[config.mk]
export PLATFORM = sky130hd
export DESIGN_NAME = conv_mac_feeder
export DESIGN_NICKNAME = d
export VERILOG_FILES = /design/src/rtl/conv_mac_feeder.sv
export SDC_FILE = /design/constraint.sdc
export NUM_CORES = 1
export LEC_CHECK = 0
export ABC_CLOCK_PERIOD_IN_PS = 5200
export BUFFER_PORTS_ARGS = -buffer_cell sky130_fd_sc_hd__buf_2
export CAP_MARGIN = 15
export CORE_ASPECT_RATIO = 1.2
export CORE_MARGIN = 3
export CORE_UTILIZATION = 30
export CTS_BUF_LIST = sky130_fd_sc_hd__clkbuf_16
export DETAILED_ROUTE_END_ITERATION = 8
export GPL_ROUTABILITY_DRIVEN = 0
export HOLD_SLACK_MARGIN = 0.03
export PLACE_DENSITY = 0.56
export REMOVE_ABC_BUFFERS = 1
export SYNTH_ARGS = -nofsm -noshare
export SYNTH_HDL_FRONTEND = slang
export SYNTH_SLANG_ARGS = --single-unit
[constraint.sdc]
create_clock -name clk -period 5.2 [get_ports clk]
set_input_delay 1.04 -clock clk [delete_from_list [all_inputs] [get_ports clk]]
set_output_delay 1.04 -clock clk [all_outputs]
set_load 0.005 [all_outputs]
[src/rtl/conv_mac_feeder.sv]
// rtl/conv_mac_feeder.sv - pixel*weight product feeder for the conv accumulator
// Drives clear/enable/data/bias to the accumulator for one window of terms per start.
module conv_mac_feeder #(
  parameter int DATA_W    = 8,
  parameter int MAX_TERMS = 25,
  parameter int CNT_W     = 5
) (
  input  logic                  clk,
  input  logic                  rst,
  input  logic                  start,
  input  logic [CNT_W-1:0]      cfg_terms,
  input  logic [DATA_W-1:0]     cfg_bias,
  input  logic                  in_valid,
  output logic                  in_ready,
  input  logic [DATA_W-1:0]     in_pixel,
  input  logic [DATA_W-1:0]     in_weight,
  output logic                  acc_clr,
  output logic                  acc_ena,
  output logic [2*DATA_W-1:0]   acc_data,
  output logic [DATA_W-1:0]     acc_bias,
  output logic                  busy,
  output logic                  done
);

  typedef enum logic [1:0] {
    S_IDLE  = 2'd0,
    S_CLEAR = 2'd1,
    S_FEED  = 2'd2,
    S_DONE  = 2'd3
  } state_t;

  state_t                     r_state;
  state_t                     w_next;
  logic [CNT_W-1:0]           r_terms;
  logic [CNT_W-1:0]           r_count;
  logic [DATA_W-1:0]          r_bias;
  logic [2*DATA_W-1:0]        r_prod;
  logic                       r_ena;
  logic                       r_done;

  logic                       w_accept;
  logic                       w_last;
  logic                       w_launch;
  logic [CNT_W-1:0]           w_terms_clamped;
  logic signed [2*DATA_W-1:0] w_prod;

  assign w_accept        = in_valid & in_ready;
  assign w_last          = w_accept && (r_count == r_terms - CNT_W'(1));
  assign w_launch        = (r_state == S_IDLE) && start;
  assign w_terms_clamped = (cfg_terms > CNT_W'(MAX_TERMS)) ? CNT_W'(MAX_TERMS) : cfg_terms;
  assign w_prod          = $signed(in_pixel) * $signed(in_weight);

  always_comb begin
    w_next   = r_state;
    in_ready = 1'b0;
    acc_clr  = 1'b0;
    busy     = 1'b1;
    case (r_state)
      S_IDLE: begin
        busy = 1'b0;
        if (start) w_next = S_CLEAR;
      end
      S_CLEAR: begin
        acc_clr = 1'b1;
        w_next  = (r_terms == '0) ? S_DONE : S_FEED;
      end
      S_FEED: begin
        in_ready = 1'b1;
        if (w_last) w_next = S_DONE;
      end
      S_DONE: begin
        w_next = S_IDLE;
      end
      default: begin
        w_next = S_IDLE;
      end
    endcase
  end

  // Product and enable are registered so acc_data/acc_ena trail each accept by one cycle.
  always_ff @(posedge clk) begin
    if (rst) begin
      r_state <= S_IDLE;
      r_terms <= '0;
      r_count <= '0;
      r_bias  <= '0;
      r_prod  <= '0;
      r_ena   <= 1'b0;
      r_done  <= 1'b0;
    end else begin
      r_state <= w_next;
      r_ena   <= w_accept;
      r_done  <= (r_state == S_DONE);
      if (w_accept) begin
        r_prod  <= w_prod;
        r_count <= r_count + CNT_W'(1);
      end
      if (w_launch) begin
        r_terms <= w_terms_clamped;
        r_bias  <= cfg_bias;
        r_count <= '0;
      end
    end
  end

  assign acc_ena  = r_ena;
  assign acc_data = r_prod;
  assign acc_bias = r_bias;
  assign done     = r_done;

endmodule

# Word-level counts from Yosys, hierarchy flattened
# Cells that the tools add are included.
# W data, S select, Z words.
# word_totals
regBits	38
in_bits	33
out_inout_bits	29
# op_classes
addsub	2
multipliers	1
magnitude_cmp	1
n_eq_ne	6
n_mux	8
n_bitwise	1
reduce_logical	6
# op_table
cell	count
$mul A8 B8 Y16	1
$pmux W2 S4	1
$add A5 B1 Y5 const B	1
$eq A5 B5 Y1	1
$gt A5 B5 Y1 const B	1
$logic_not A5 Y1	1
$mux W5	1
$sub A5 B1 Y5 const B	1
$eq A2 B2 Y1 const B	2
$mux W1	4
$mux W2	2
$ne A2 B2 Y1 const B	2
$eq A2 B1 Y1 const B	1
$logic_and A1 B1 Y1	2
$logic_not A2 Y1	1
$reduce_and A2 Y1	1
$reduce_or A2 Y1	1
$and A1 B1 Y1	1

# Longest topological paths before layout
# logic_depth
depth_word	6
ltp_mapped	17
mapped_depth_nobuf	17

# Worst setup path before layout
# No wires, ideal clock.
# synth_path
path_kind	input-to-reg
startpoint	input in_pixel[7]
endpoint	register r_prod[15] (netlist: acc_data[15])
setup_ps	86
t_arrival_ps	4764
t_required_ps	5114
slack_ps	351
cell_stages	16
cell_sequence	and2_1 fa_1 inv_1 fa_1 inv_1 fa_1 inv_1 fa_1 inv_1 ha_1 a21o_1 nor3b_2 nand3_1 a31oi_1 xnor2_1 a211oi_1
# synth_via
elab_chain_len	1
# synth_lines
item	line	rtl
from (decl)	15	input logic [DATA_W-1:0] in_pixel,
$mul A8 B8 Y16	51	assign w_prod = $signed(in_pixel) * $signed(in_weight);
to (signal assigned)	95	r_prod <= w_prod;
to (decl)	37	logic [2*DATA_W-1:0] r_prod;
# Every way passes these cells.
# A chain may end at the register's enable or synchronous reset.

# Worst setup path after layout
# layout_path
startpoint	input in_weight[3]
endpoint	register r_prod[15] (netlist: acc_data[15])
# layout_via
elab_chain_len	1
# layout_lines
item	line	rtl
from (decl)	16	input logic [DATA_W-1:0] in_weight,
$mul A8 B8 Y16	51	
# Every way passes these cells.

==> results.md <==
* Status: completed
* Number of global-route vias before repair at 3430
* Total of max-cap violations at 0
* Gates resized, CTS repair at 0
* Post-synthesis cell count at 448
* Placed Cells at 670
* Multi-input combinational cell area at 0.00293 mm²
* Worst path arrival time at 5.06 ns
* Critical Path Source Type: input pin
* Port Buffer Count at 61
* Root buffer cell: clkbuf_16
* Register area share after synthesis at 18.7%
* Maximum root-to-sink buffer count at 2
* Synth area leader: fa_1
* WS Path Type: in2reg
* Leakage at 2.29 nW
* CTS Buf Count at 5
* # DRC at 0
* Main area contributors after synthesis: fa_1 27%, dfxtp_1 19%, ha_1 11%
* Core outline area at 0.0129 mm²
* Routed WL per cell at 12.7 µm
* Starting Density at 31.3%
* Total gr overflow at 0
* Clock latency on the worst-skew pair at 0.28 ns
* Die Ht at 133 µm
* Htree depth at 2
* Peak Freq at 205 MHz
* Mux cell area share after synthesis at 0.278%
* Final Hold Fails at 0
* Largest net degree at the start of global routing at 28
* CP max FO at 8
* GRT Total Usage at 12.3%
* Crit. End Element: flip-flop
* Post-synthesis compound-gate area fraction at 10.9%
* Drt total wl at 8590 µm
* Async set or reset register ratio after synthesis at 0%
* Synth Flop Type: dfxtp_1
* Fin crit period at 4.87 ns
* Synth unique cells at 44
* Post-synth EDFFs at 0
* Filler cells at 1377
* Iteration count of the initial detailed-routing pass at 4
* Reg2reg setup slack at 2.77 ns
* TritonCTS clock tree: yes
* Post-Synth XOR/XNOR Area at 4.75%
* Critical path required time at 5.39 ns
* First-pass GRT wire length at 15500 µm
* Post-synth top area share at 27.1%
* Post-DP HPWL at 7310 µm
* Synth warnings at 0
* FP Rows at 45
* Non-filler cells in the finished layout at 678
* Final net count at 637
* Final Setup Violations at 0
* Place WS at -0.00253 ns
* Max IR drop VDD at 0.252 mV
* Vias per inst at 4.61
* Most common cell in the synthesized netlist: inv_1
* Setup Skew at 0.00392 ns
* Routed via count at 3124
* Storage element area at 761 µm²
* Hold crit path type: reg2reg
* Io pins at 62
* Crit path from: in_weight[3]
* Synthesized-area fraction occupied by and/or/nand/nor cells at 18.1%
* Main combinational cell family by area after synthesis: adder cells
* Min-Delay Endpoint: acc_data[9]$_SDFFE_PP0P_
* Average size of a mapped cell at 9.06 µm²
* Slew margin rel. at 40.7%
* Period utilization at 93.6%
* Unrepaired setup endpoints after global routing: false
* Synth Register Bits at 38
* Share of cells above drive strength 1 at 16.0%
* Post-synthesis adder-cell area fraction at 38.2%
* R2R depth at 7
* Cell area after synthesis at 0.00406 mm²
* DRT antenna net count at 0
* Post-CTS Setup Inserts at 0
* Hold Crit Start: acc_data[9]$_SDFFE_PP0P_
* PnR worst setup slack at 0.332 ns
* Die width at 112 µm
* TNS Setup at 0 ns
* Pwr dens at 404 mW/mm²
* Clk sink count at 38
* # hold bufs at CTS at 0
* Reg-to-reg endpoint: r_state[0]$_SDFFE_PP0P_
* Post-synth top cells: 89 x inv_1, 55 x fa_1, 46 x and2_1, 38 x dfxtp_1, 38 x nand2_1
* Hold Crit Depth at 2
* Die area at 0.0150 mm²
* Final count of pins violating max slew at 0
* Area growth syn-to-layout at 16.2%
* # diodes at 0
* DR iter-0 viols at 67
* Worst slew pin tran at 0.890 ns
* Initial antenna violation count at 0
* Clock transition at path regs at 0.05 ns
* Reg-to-Reg Start: r_state[0]$_SDFFE_PP0P_
where the power goes:
group / leakage, nW / internal (mW) / switching [mW]
combinational: 1.91 / 0.553 / 0.692
clock: 0.0672 / 0.175 / 0.111
sequential: 0.309 / 0.342 / 0.0330
area by class of cell:
cell class / count / area share, %
flip-flops and latches: 38 / 16.1
clock inverters: 3 / 0.345
multi-input cells: 313 / 62.2
well taps: 164 / 4.35
repair buffers: 66 / 7.27
inverters: 89 / 7.08
clock buffers: 5 / 2.65
worst max path at each step:
stage	endpoint	slack, ns	depth (start not counted)
after floorplan	acc_data[15]$_SDFFE_PP0P_	0.35	16
after global placement	acc_data[14]$_SDFFE_PP0P_	0.07	15
after detailed placement	acc_data[14]$_SDFFE_PP0P_	-0.003	15
after CTS	acc_data[14]$_SDFFE_PP0P_	0.30	15
after global routing	acc_data[15]$_SDFFE_PP0P_	0.002	18
final	acc_data[15]$_SDFFE_PP0P_	0.33	17
kinds of logic after synthesis:
kind of cell,after synthesis
xor+xnor,22
simple gates,138
flops,38
buf+inv,97
mux,1
compound gates,61
fa+ha+maj,91
sequential cells by signal, indices dropped and copies added (netlist names):
signal	flops
acc_bias	8
done	1
r_terms	5
acc_data	16
acc_ena	1
r_state	2
r_count	5
per-stage QoR:
step	util, %	power [mW]	hold slack [ns]	instance area [µm²]
6_report	36.4	1.91	0.448	4720
5_1_grt	36.4	2.16	0.461	4720
4_1_cts	36.4	1.95	0.452	4720
3_5_place_dp	35.3	1.65	0.444	4570
3_3_place_gp	35.3	1.63	0.441	4570
2_1_floorplan	-	1.34	0.442	4030
routing by layer:
metal,part of all wire [%],routed length [µm],global-route usage (%)
met1,42,3580,14.0
met2,54,4650,23.6
met3,2.5,219,2.23
met4,1.6,138,2.61
met5,0,0,0
critical path: stages:
cell,delay (ns)
buf_2,0.15
and2_1,0.19
fa_1,0.56
inv_1,0.13
fa_1,0.55
inv_1,0.05
fa_1,0.52
inv_1,0.06
fa_1,0.53
inv_1,0.04
ha_1,0.23
a21o_1,0.23
nor3b_2,0.15
nand3_1,0.10
a31oi_1,0.23
xnor2_1,0.08
a211oi_1,0.21
cells in the final DEF (no fill, tap or decap), types with 6 or more instances in the layout:
cell and instances:
a21oi_1 17, a22o_1 11, and2_1 46, buf_2 61, dfxtp_1 38, fa_1 55
ha_1 36, inv_1 89, nand2_1 38, nand2b_1 6, nor2_1 18, nor2b_1 9
nor3_1 6, xnor2_1 14, xor2_1 8
(Power assumes the default switching activity.)
